--- src/rtl/int_fp_mac_pkg.sv ---
// Shared definitions for the int_fp_add pattern checker: pattern word layout,
// checker state encoding and a field-unpacking helper.
package int_fp_mac_pkg;

    localparam int PAT_W    = 49;
    localparam int FIELD_W  = 16;
    localparam int IN1_MSB  = 48;
    localparam int IN2_MSB  = 32;
    localparam int EXP_MSB  = 16;
    localparam int MODE_BIT = 0;
    localparam int TIMER_W  = 8;

    typedef enum logic [2:0] {
        ST_IDLE  = 3'd0,
        ST_FETCH = 3'd1,
        ST_APPLY = 3'd2,
        ST_CHECK = 3'd3,
        ST_DONE  = 3'd4
    } chk_state_e;

    typedef struct packed {
        logic [FIELD_W-1:0] in1;
        logic [FIELD_W-1:0] in2;
        logic [FIELD_W-1:0] expected;
        logic               mode;
    } pat_fields_t;

    function automatic pat_fields_t unpack_pat(input logic [PAT_W-1:0] w);
        pat_fields_t f;
        f.in1      = w[IN1_MSB -: FIELD_W];
        f.in2      = w[IN2_MSB -: FIELD_W];
        f.expected = w[EXP_MSB -: FIELD_W];
        f.mode     = w[MODE_BIT];
        return f;
    endfunction

endpackage

--- src/rtl/int_fp_add_pattern_checker_settle_timer.sv ---
// Loadable down-counter with a zero flag; sets the wait between applying
// operands to the adder and sampling its result.
module int_fp_settle_timer
    import int_fp_mac_pkg::*;
(
    input  logic               clk,
    input  logic               reset,
    input  logic               load,
    input  logic [TIMER_W-1:0] load_val,
    input  logic               dec,
    output logic               zero
);

    logic [TIMER_W-1:0] cnt_q;
    logic [TIMER_W-1:0] cnt_d;

    always_comb begin
        cnt_d = cnt_q;
        if (load) begin
            cnt_d = load_val;
        end else if (dec && (cnt_q != '0)) begin
            cnt_d = cnt_q - TIMER_W'(1);
        end
    end

    always_ff @(posedge clk or negedge reset) begin
        if (!reset) begin
            cnt_q <= '0;
        end else begin
            cnt_q <= cnt_d;
        end
    end

    assign zero = (cnt_q == '0);

endmodule

--- config.mk ---
export PLATFORM = sky130hd
export DESIGN_NAME = int_fp_settle_timer
export DESIGN_NICKNAME = d
export VERILOG_FILES = /design/src/rtl/int_fp_mac_pkg.sv /design/src/rtl/int_fp_add_pattern_checker_settle_timer.sv
export SDC_FILE = /design/constraint.sdc
export NUM_CORES = 1
export LEC_CHECK = 0
export ABC_CLOCK_PERIOD_IN_PS = 2930
export CELL_PAD_IN_SITES_DETAIL_PLACEMENT = 2
export CELL_PAD_IN_SITES_GLOBAL_PLACEMENT = 2
export CORE_ASPECT_RATIO = 1.2
export CORE_MARGIN = 2
export CORE_UTILIZATION = 31
export CTS_BUF_LIST = sky130_fd_sc_hd__clkbuf_4
export DETAILED_ROUTE_END_ITERATION = 6
export PLACE_DENSITY = 0.91
export SYNTH_ARGS = -nofsm -noshare
export SYNTH_HDL_FRONTEND = slang
export SYNTH_SLANG_ARGS = --single-unit
--- constraint.sdc ---
create_clock -name clk -period 2.93 [get_ports clk]
set_clock_uncertainty 0.1 [all_clocks]
set_input_delay 0.7325 -clock clk [delete_from_list [all_inputs] [get_ports clk]]
set_output_delay 0.7325 -clock clk [all_outputs]
set_load 0.005 [all_outputs]
==> impl_results.md, run 1 <==
* Status: completed
* Final slew viol count at 0
* Post-synthesis async set-or-reset flop share at 100%
* Via density at 5.92
* DP HPWL at 1260 um
* H-tree depth at 1
* Grt ovf at 0
* Worst-path maximum fanout at 4
* Final Non-Filler Cells at 92
* # diodes at 0
* Clk slew on worst S/H paths at 60 ps
* First-pass GRT wire length at 2950 um
* CTS tree: yes
* Final worst path period share at 97.1%
* Final Hold Fails at 0
* Worst Setup Path Type: register to output pin
* Largest net degree at the start of global routing at 14
* Crit path arrival time at 2010 ps
* Port Buffers at 12
* Final net count at 90
* Initial antenna violation count at 0
* Avg Inst Size Synth at 9.10 um2
* Post-DRT Antenna Nets at 0
* Final min period at 2840 ps
* Top_reg_cell synth: dfrtp_1
* # fillers at 178
* Most flops, register: cnt_q
* CTS Hold Buffers Added at 0
* Hold WC Path Type: register to register
* Net count after synthesis at 72
* Routed len/inst at 18.5 um
* Area delta synth->final at 36.3%
* Max reg flops at 8
* Initial DRC count at 9
* EDFF count, synth at 0
* Fraction of final layout cells sized beyond drive strength 1 at 16.2%
* Core area at 1620 um2
* Placed Instances at 88
* Detailed Routing Iterations Pass 1 at 3
* Largest registers: cnt_q: 8 flops
* Fmax at 352 MHz
* RSZ-0062 raised after global routing: no
* Leak pwr at 0.268 nW
* Root buffer cell: clkbuf_4
* # IOs at 13
* GRT Total Usage at 18.9%
* Least-Margin Pin Slew at 756 ps
* Final Power at 0.308 mW
* Number of max-cap violations at 0
* Die area at 2050 um2
* CTS Sinks at 8
* CP endpoint kind: output pin
* Die height at 49.2 um
* Yosys reg bits at 8
* Setup Viol. Count Final at 0
* RD Place Congestion at 0.786
* Mapped Area at 528 um2
* Vias in the first global route at 636
* Most frequent cells in the layout: 12 x clkdlybuf4s50_1, 8 x dfrtp_1, 4 x nor2_1
* PwrDens at 428 nW/um2
* Total number of vias at 545
* Critical Path RT at 2100 ps
* WL final at 1700 um
* Setup TNS at 0 ps
* Number of CTS-inserted buffers at 3
* Yosys cell types at 31
* Slew headroom at 49.1%
* Initial core utilization at 32.6%
* Seq/Total Area, Yosys at 37.9%
* DR DRC count at 0
* Total number of yosys warnings at 0
* Worst-Skew Late Latency at 250 ps
* Maximum vdd ir drop at 0.210 mV
* Max clock buf depth at 2
* Die W at 41.7 um
* Commonest non-fill, non-tap cell in the layout: clkdlybuf4s50_1
* Crit start category: register
* Num rows at 16
* Post-Syn Instances at 58
[stage by stage]
stage               util [%]  instance area (um2)  setup WS, ps  hold slack (ps)
floorplan                  -                  528           846              337
global placement        41.7                  677           290              461
detailed placement      41.7                  677           186              487
CTS                     44.1                  714          74.0              518
global route            44.4                  719          11.3              579
finish                  44.4                  719          86.1              520
[path summary, 6_finish.rpt]
kind | start | to | slack, ps | cells past startpoint
worst max-delay path | cnt_q[0] | zero | 90 | 5
worst min-delay path | cnt_q[4] | cnt_q[4] | 520 | 2
worst max register to register | cnt_q[2] | cnt_q[6] | 850 | 4
worst min register to register | cnt_q[4] | cnt_q[4] | 520 | 2
max in group asynchronous | reset | cnt_q[0] | 1780 | 1
min in group asynchronous | reset | cnt_q[2] | 670 | 1
[synth_stat cells, drive strengths merged (2+ instances only)]
cell type | instances | area [um2]
a21oi | 3 | 15.0
o21ai | 2 | 10.0
nor3b | 3 | 22.5
a211o | 2 | 18.8
or3b | 2 | 17.5
nand3 | 2 | 10.0
nand4 | 2 | 12.5
a221o | 2 | 20.0
dfrtp | 8 | 200
ha | 2 | 25.0
or4 | 3 | 22.5
nor3 | 3 | 15.0
nand2 | 2 | 7.51
nor2 | 5 | 18.8
inv | 2 | 7.51
a31oi | 2 | 12.5
[power by group]
part           switching, mW  internal [mW]  leakage, nW
sequential            0.0169          0.123       0.0942
clock                 0.0415         0.0472       0.0138
combinational         0.0392         0.0404        0.160
total                 0.0976          0.210        0.268
[per-layer routing]
layer  GRT usage (%)  vias up  routed length, um
met5               0        -                  0
met2            33.9        9                925
met1            22.3      272                724
li1                -      262                  -
met4            6.45        0                  8
met3            2.96        2                 44
[worst max-delay path, cell delays in order (launching register included)]
cell and delay, ps:
dfrtp_1 410, inv_2 90, ha_2 200, or3b_4 410
nor2_4 130, clkdlybuf4s50_1 510
[what timing repair did]
action                                  CTS  global route
pin swaps                                 1             0
buffers inserted                          1             0
gates resized for setup                   4             2
endpoints found under the hold margin     0             0
endpoints found under the setup margin    1             1
[cells by family (layout without fill, tap and decap cells)]
| family | after synthesis | after routing | synth area share [%] |
|---|---|---|---|
| buf+inv | 5 | 21 | 3.79 |
| fa+ha+maj | 2 | 2 | 4.74 |
| flops | 8 | 8 | 37.9 |
| simple gates | 25 | 25 | 27.5 |
| compound gates | 18 | 18 | 26.1 |
[area by class of cell]
class | instances | area, um2 | area share, %
Inverter | 3 | 11.3 | 1.57
Timing Repair Buffer | 15 | 143 | 19.8
Multi-Input combinational cell | 45 | 320 | 44.5
Clock buffer | 3 | 22.5 | 3.13
Sequential cell | 8 | 200 | 27.8
Tap cell | 18 | 22.5 | 3.13
(Power assumes the default switching activity.)
==> run 2: changes to the inputs <==
--- a/config.mk
+++ b/config.mk
@@ -13,7 +13,8 @@
 export CORE_UTILIZATION = 31
 export CTS_BUF_LIST = sky130_fd_sc_hd__clkbuf_4
 export DETAILED_ROUTE_END_ITERATION = 6
-export PLACE_DENSITY = 0.91
+export PLACE_DENSITY = 0.88
+export RECOVER_POWER = 100
 export SYNTH_ARGS = -nofsm -noshare
 export SYNTH_HDL_FRONTEND = slang
 export SYNTH_SLANG_ARGS = --single-unit
==> impl_results.md, run 2 (synthesis gave the netlist of run 1 again) <==
* Worst-Skew Late Latency at 260 ps
* Final Power at 0.305 mW
* Die height at 49.2 um
* Routed length on met3 at 55 um
* Total number of vias at 551
* Hold WC Path Type: register to register
* H-tree depth at 1
* Least-Margin Pin Slew at 798 ps
* Final min period at 2530 ps
* Largest registers: cnt_q: 8 flops
* Detailed Routing Iterations Pass 1 at 4
* WL met2 at 862 um
* RSZ-0062 raised after global routing: no
* # diodes at 0
* RD Place Congestion at 0.808
* CTS Sinks at 8
* Max reg flops at 8
* Core area at 1620 um2
* DP HPWL at 1200 um
* Clock power share at 29.9%
* PwrDens at 432 nW/um2
* Maximum vdd ir drop at 0.260 mV
* Pint at 0.208 mW
* Met1 Wirelength at 658 um
* Post-route setup slack at 399 ps
* CP endpoint kind: output pin
* Final worst path period share at 86.4%
* Final Hold Fails at 0
* Net Switching at 0.0966 mW
* Worst-path maximum fanout at 4
* Switching Share at 31.7%
* Comb pwr share at 24.6%
* Area delta synth->final at 33.4%
* Die W at 41.7 um
* Initial DRC count at 12
* Clk slew on worst S/H paths at 60 ps
* Setup WS pre-CTS at 217 ps
* Fraction of final layout cells sized beyond drive strength 1 at 11.0%
* Via density at 6.05
* Final net count at 89
* Slew headroom at 46.7%
* Largest net degree at the start of global routing at 14
* Leak pwr at 0.284 nW
* Commonest non-fill, non-tap cell in the layout: clkdlybuf4s50_1
* Status: completed
* # IOs at 13
* # fillers at 179
* Die area at 2050 um2
* Root buffer cell: clkbuf_4
* Top layer reached by signal wires: met4
* Most flops, register: cnt_q
* Max clock buf depth at 2
* CTS tree: yes
* Setup TNS at 0 ps
* Most frequent cells in the layout: 9 x clkdlybuf4s50_1, 8 x dfrtp_1, 5 x nor2_1
* Grt ovf at 0
* Post-DRT Antenna Nets at 0
* Critical Path RT at 2100 ps
* Final slew viol count at 0
* First-pass GRT wire length at 2720 um
* Crit start category: register
* Initial antenna violation count at 0
* Sequential share of power at 45.6%
* GRT Total Usage at 17.8%
* Num rows at 16
* Port Buffers at 12
* Setup Viol. Count Final at 0
* Hold Slack at 504 ps
* Worst Setup Path Type: register to output pin
* Vias in the first global route at 568
* Final design utilization at 43.4%
* Fmax at 395 MHz
* WL final at 1610 um
* DR DRC count at 0
* Routed len/inst at 17.7 um
* Initial core utilization at 32.6%
* Number of CTS-inserted buffers at 3
* Post-CTS Setup Repair Bufs at 0
* Number of max-cap violations at 0
* Crit path arrival time at 1700 ps
-- run 2: changes by cell type in the layout (fill, tap and decap cells not counted), sizes merged --
cell,delta
dlymetal6s2s,+1
clkdlybuf4s50,-3
buf,-1
dlygate4sd3,+2
-- run 2: path summary, 6_finish.rpt --
kind,start,end,slack (ps),depth (start not counted)
min,cnt_q[1],cnt_q[1],500,2
max,cnt_q[1],zero,400,5
min in group asynchronous,reset,cnt_q[7],730,1
max in group asynchronous,reset,cnt_q[3],1720,1
max reg2reg,cnt_q[1],cnt_q[5],890,5
min reg2reg,cnt_q[1],cnt_q[1],500,2
-- run 2: what timing repair did --
action,4_1_cts,5_1_grt
gates resized for setup,2,3
endpoints found under the setup margin,1,1
pin swaps,0,0
hold endpoints to repair,0,0
hold buffers,0,0
gates cloned,0,0
-- run 2: layer usage --
layer | track usage (%) | up-vias
met4 | 9.68 | 0
met2 | 29.7 | 13
met1 | 20.5 | 275
li1 | - | 259
met3 | 4.07 | 4
met5 | 0 | -
-- run 2: power groups by stage --
stage | clock network, mW | logic, mW | registers, mW
6_report | 0.0911 | 0.0748 | 0.139
2_1_floorplan | 0 | 0.0431 | 0.135
3_5_place_dp | 0 | 0.0754 | 0.140
5_1_grt | 0.0996 | 0.0838 | 0.141
4_1_cts | 0.0952 | 0.0766 | 0.138
3_3_place_gp | 0 | 0.0714 | 0.138
-- run 2: area by class of cell --
cell class | count | area [um2] | share of cell area (%)
multi-input cells | 45 | 310 | 44.0
clock buffers | 3 | 22.5 | 3.20
flip-flops and latches | 8 | 200 | 28.4
inverters | 3 | 11.3 | 1.60
repair buffers | 14 | 138 | 19.5
well taps | 18 | 22.5 | 3.20
-- run 2: metrics by stage --
step	area, um2	cells
floorplan	528	58
global placement	677	88
detailed placement	677	88
CTS	704	91
global route	704	91
finish	704	91
-- run 2: worst max-delay path, cell delays in order (launching register included) --
cell and delay (ps):
dfrtp_1 410, inv_1 100, ha_1 200, or3b_4 410, nor2_1 160, dlymetal6s2s_1 150
==> RTL change 1, RTL diff (config.mk and constraints of run 2) <==
Set the package constant `TIMER_W` to 10 (it was 8).
--- a/src/rtl/int_fp_mac_pkg.sv
+++ b/src/rtl/int_fp_mac_pkg.sv
@@ -10,3 +10,3 @@
     localparam int MODE_BIT = 0;
-    localparam int TIMER_W  = 8;
+    localparam int TIMER_W  = 10;
 
Ports: changed (resized load_val); port bits go from 13 to 15. The function was not compared with the original's and may differ.
==> RTL change 1 against run 2 <==
Sequential share of layout area up 1.8 points; power up 23%; synthesized cell count up 16%; sequential cell count up 2; area after synthesis up 18%; utilization up 1.0 points; register-to-register slack better by 20 ps; design area up 18%; fmax down 5.2%; worst setup slack worse by 140 ps; critical path depth down 1; non-clock buffer count up 4; routed wire length up 8.9%.
==> RTL change 1: results (changes against run 2) <==
Critical path
The highest fanout seen on the critical path is 2 (was 4). The setup slack of the worst register-to-register path is 910 ps (was 890 ps). The standard cell with the maximum stage delay on the critical path is sky130_fd_sc_hd__or4_1 (was sky130_fd_sc_hd__dfrtp_1).

Yosys
The complex-gate fraction of the synthesized area was 19.5% (was 26.1%). Most instantiated cells after synthesis: sky130_fd_sc_hd__dfrtp_1 (10), sky130_fd_sc_hd__nand2_1 (6), sky130_fd_sc_hd__inv_1 (5), sky130_fd_sc_hd__o21ai_0 (5), sky130_fd_sc_hd__nor2_1 (4) (was sky130_fd_sc_hd__dfrtp_1 (8), sky130_fd_sc_hd__nor2_1 (5)). The synthesized area per cell came to 9.28 um^2 (was 9.10 um^2). The post-synthesis net count is 82 (was 72). The proportion of synthesized area in mux cells is 7.04% (was 0%). The adder and majority cell fraction of the synthesized area is 2.01% (was 4.74%). Largest cells by area after synthesis: sky130_fd_sc_hd__dfrtp_1 (40%), sky130_fd_sc_hd__mux2_2 (5.4%), sky130_fd_sc_hd__o21ai_0 (4.0%) (was sky130_fd_sc_hd__dfrtp_1 (38%), sky130_fd_sc_hd__ha_1 (4.7%), sky130_fd_sc_hd__nor3b_1 (4.3%)). The proportion of synthesized chip area in sequential cells is 40.2% (was 37.9%).

Cells and area
The net count reported at finish is 103 (was 89). Largest registers ranked by flip-flop count: cnt_q x10 (was cnt_q x8). The layout cell share with drive strength beyond 1 is 14.9% (was 11.0%). The filler cell count is 218 (was 179).

Placement
The count of port buffers added during placement is 14 (was 12). The pre-CTS setup slack is 217 ps (about the same). The weighted congestion reported at the end of routability-driven placement came to 0.799 (was 0.808). The number of instances in the placed design is 99 (was 88). The HPWL after detailed placement is 1.22 mm (was 1.20 mm).

Timing
The transition time of the tightest slew-check pin was 487 ps (was 798 ps). The timing-limited maximum frequency is 375 MHz (was 395 MHz).

Route
The total vias in the final route is 567 (was 551). The length of the first detailed-routing pass in iterations is 1 (was 4). The average wire length per cell after detail routing was 16.5 um (was 17.7 um).

The sum of routed wire length over all layers came to 1.75 mm (was 1.61 mm). The number of DRC markers after the initial detailed-route iteration is 0 (was 12).

Power and ir drop
The worst-case vdd ir drop came to 0.223 mV (was 0.260 mV). The reported leakage power is 0.352 nW (was 0.284 nW).

GRT
The via count of the first global-routing pass is 595 (was 568). The first-pass GRT wire length is 3.06 mm (was 2.72 mm). The pin count of the biggest net entering global routing is 12 (was 14). The overall routing resource usage was 18.3% (was 17.8%).

Run status
Outcome: complete, no violations (unchanged).

Clock tree
The clock slew at the register clock pins of the worst setup and hold paths is 80 ps (was 60 ps).
RTL change 1: cell types whose count changed in the layout (fill, tap and decap cells not counted), sizes merged, moves of 2 or more:
cell	run 2	this run
nand2	2	6
inv	2	5
mux2	0	3
nor3b	3	0
o21ai	2	5
a211o	2	0
a31oi	2	0
clkdlybuf4s50	9	11
dfrtp	8	10
o31a	0	2
or3b	2	0
xor2	0	2
RTL change 1: metrics by stage:
| stage | area (um^2) | total power [mW] | hold slack, ps |
|---|---|---|---|
| after floorplan | 622 | 0.227 | 337 |
| after global placement | 786 | 0.259 | 515 |
| after detailed placement | 786 | 0.266 | 541 |
| after CTS | 845 | 0.379 | 557 |
| after global routing | 832 | 0.405 | 595 |
| final | 832 | 0.375 | 538 |
RTL change 1: layout make-up:
| cell class | instances | area share (%) |
|---|---|---|
| clock buffer | 3 | 2.71 |
| clock inverter | 1 | 0.451 |
| inverter | 5 | 2.26 |
| multi-input combinational | 50 | 41.7 |
| sequential | 10 | 30.2 |
| tap | 19 | 2.86 |
| timing repair buffer | 18 | 19.8 |
RTL change 1: worst paths after layout:
kind,startpoint,end
max,cnt_q[6],zero
min,cnt_q[0],cnt_q[0]
max reg2reg,cnt_q[6],cnt_q[1]
min reg2reg,cnt_q[0],cnt_q[0]
max in group asynchronous,reset,cnt_q[3]
min in group asynchronous,reset,cnt_q[5]
RTL change 1: cells by family (layout without fill, tap and decap cells):
logic type               Yosys count  count (layout)
AND/OR/NAND/NOR                   25              25
AO/OA/AOI/OAI                     17              17
flip-flops                        10              10
buffers and inverters              7              27
multiplexers                       4               4
XOR/XNOR                           3               3
adder cells (fa/ha/maj)            1               1
RTL change 1: layer usage:
| metal | track usage, % | share of wire, % | wire, um |
|---|---|---|---|
| met5 | 0 | 0 | 0 |
| met1 | 24.1 | 46 | 815 |
| met2 | 28.7 | 50 | 880 |
| met3 | 4.10 | 2.5 | 43 |
| met4 | 7.35 | 0.80 | 14 |
RTL change 1: timing repair:
action | in CTS | in global routing
endpoints found under the setup margin | 1 | 0
gates resized for setup | 4 | 0
hold buffers | 0 | 0
buffers inserted | 3 | 0
RTL change 1: report_power, final:
group,leakage [nW],total (mW),switching [mW],internal (mW)
combinational,0.218,0.0970,0.0454,0.0515
clock,0.0154,0.104,0.0546,0.0493
sequential,0.118,0.174,0.0192,0.154
total,0.352,0.375,0.119,0.255
RTL change 1: critical path, delay by kind of cell (launching register included):
family,cells,cell delay (ps)
buffers and inverters,2,280
DFF,1,390
and+or+nand+nor,2,900
==> RTL change 2, RTL diff (config.mk and constraints of run 2) <==
Without the edit above. Make the reset (`reset`) synchronous in one clocked block.
--- a/src/rtl/int_fp_add_pattern_checker_settle_timer.sv
+++ b/src/rtl/int_fp_add_pattern_checker_settle_timer.sv
@@ -25,3 +25,3 @@
 
-    always_ff @(posedge clk or negedge reset) begin
+    always_ff @(posedge clk) begin
         if (!reset) begin
Behaviour: differs if reset is asserted again (counterexample within 4 cycles, from zero or initial values and one cycle with reset low); with reset held inactive, the same outputs for 10 cycles.
==> RTL change 2 against run 2 <==
Highest routed layer unchanged; worst setup slack lost 230 ps; die area decreased by 3.5%; design area shrank 6.0%; routed wire length shrank 10%; hold slack got worse by 79 ps; sequential cell count unchanged; area after synthesis shrank 3.8%; critical path type unchanged; power rose by 1.1%; via count fell by 9.1%; critical path depth down 2.
==> RTL change 2: results (changes against run 2) <==
Run status
Outcome: complete, no violations (unchanged).

Placement
The HPWL after detailed placement was 1.10 mm (was 1.20 mm). The placed cell area is 651 um^2 (was 677 um^2). The weighted congestion reported at the end of routability-driven placement came to 0.748 (was 0.808).

Critical path
The highest fanout seen on the critical path is 6 (was 4). The worst endpoint data arrival time is 1920 ps (was 1700 ps).

Route
The length of the first detailed-routing pass in iterations is 3 (was 4). The average wire length per cell after detail routing is 16.1 um (was 17.7 um). The total vias in the final route is 501 (was 551).

The number of DRC markers after the initial detailed-route iteration is 1 (was 12).

Yosys
Largest cells by area after synthesis: sky130_fd_sc_hd__dfxtp_1 (32%), sky130_fd_sc_hd__o21ai_0 (5.9%), sky130_fd_sc_hd__o41ai_4 (5.4%) (was sky130_fd_sc_hd__dfrtp_1 (38%), sky130_fd_sc_hd__ha_1 (4.7%), sky130_fd_sc_hd__nor3b_1 (4.3%)). The distinct cell type count after synthesis was 28 (was 31). Most instantiated cells after synthesis: sky130_fd_sc_hd__dfxtp_1 (8), sky130_fd_sc_hd__o21ai_0 (6), sky130_fd_sc_hd__a21oi_1 (4), sky130_fd_sc_hd__inv_1 (4) (was sky130_fd_sc_hd__dfrtp_1 (8), sky130_fd_sc_hd__nor2_1 (5)). The post-synthesis net count is 72 (unchanged). The share of flip-flops with an asynchronous set or reset is 0% (was 100%). The proportion of synthesized chip area in sequential cells is 31.5% (was 37.9%).

The count of warnings emitted by yosys is 0 (unchanged).

GRT
The first-pass GRT wire length is 2.31 mm (was 2.72 mm). The overall routing resource usage is 18.3% (was 17.8%). The pin count of the biggest net entering global routing is 12 (was 14).

Timing
The worst slew margin relative to its limit is 42.5% (was 46.7%).

Clock tree
The maximum level of the CTS H-tree is 1 (unchanged). The clock root buffer is sky130_fd_sc_hd__clkbuf_4 (unchanged). The post-cts resize count is 0 (was 2). The number of buffers added by the clock tree synthesis step is 3 (unchanged).

Power and ir drop
The worst-case vdd ir drop is 0.194 mV (was 0.260 mV). The reported leakage power is 0.248 nW (was 0.284 nW).

Cells and area
Largest registers ranked by flip-flop count: cnt_q x8 (unchanged). The number of diodes is 0 (unchanged). The net count reported at finish was 88 (was 89).

The layout cell share with drive strength beyond 1 is 12.5% (was 11.0%).
## RTL change 2: routing by layer
metal / vias to the layer above / GRT usage, % / wire length, um
met1: 238 / 20.3 / 629
li1: 246 / - / -
met4: 0 / 15.0 / 60
met2: 12 / 28.1 / 718
met5: - / 0 / 0
met3: 5 / 2.75 / 41
## RTL change 2: cell type report
class	count	area, um^2	share of cell area, %
Clock buffer	3	22.5	3.40
Inverter	4	15.0	2.27
Multi-Input combinational cell	44	314	47.4
Sequential cell	8	160	24.2
Tap cell	18	22.5	3.40
Timing Repair Buffer	13	128	19.3
## RTL change 2: cell families after synthesis
logic type / Yosys count / synth area share, %
buffers and inverters: 6 / 4.43
xor gates and xnor gates: 3 / 5.17
DFF: 8 / 31.5
muxes: 1 / 1.97
adders and majority gates: 2 / 4.93
and+or+nand+nor: 20 / 26.4
AOI/OAI and AO/OA: 18 / 25.6
## RTL change 2: report_power, final
group          switching [mW]  internal [mW]  leakage [nW]
logic                  0.0407         0.0469         0.167
clock network          0.0428         0.0472        0.0138
registers              0.0116          0.119        0.0665
total                  0.0950          0.213         0.248
## RTL change 2: stage by stage
| step | hold slack (ps) | setup slack (ps) | std cells |
|---|---|---|---|
| after CTS | 425 | 147 | 90 |
| after floorplan | 368 | 966 | 58 |
| after global routing | 453 | 38.6 | 90 |
| after detailed placement | 404 | 241 | 87 |
| after global placement | 399 | 429 | 87 |
| final | 426 | 174 | 90 |
## RTL change 2: path summary, 6_finish.rpt
kind	end	depth (start not counted)	from	slack, ps
hold / removal	cnt_q[5]	2	cnt_q[5]	430
setup reg to reg	cnt_q[0]	4	cnt_q[2]	690
setup / recovery	zero	3	cnt_q[2]	170
hold reg to reg	cnt_q[5]	2	cnt_q[5]	430
## RTL change 2: critical path, stage by stage (launching register included)
cell and delay, ps:
sky130_fd_sc_hd__dfxtp_1 360, sky130_fd_sc_hd__or4_4 590, sky130_fd_sc_hd__nor4_1 170, sky130_fd_sc_hd__clkdlybuf4s50_1 540
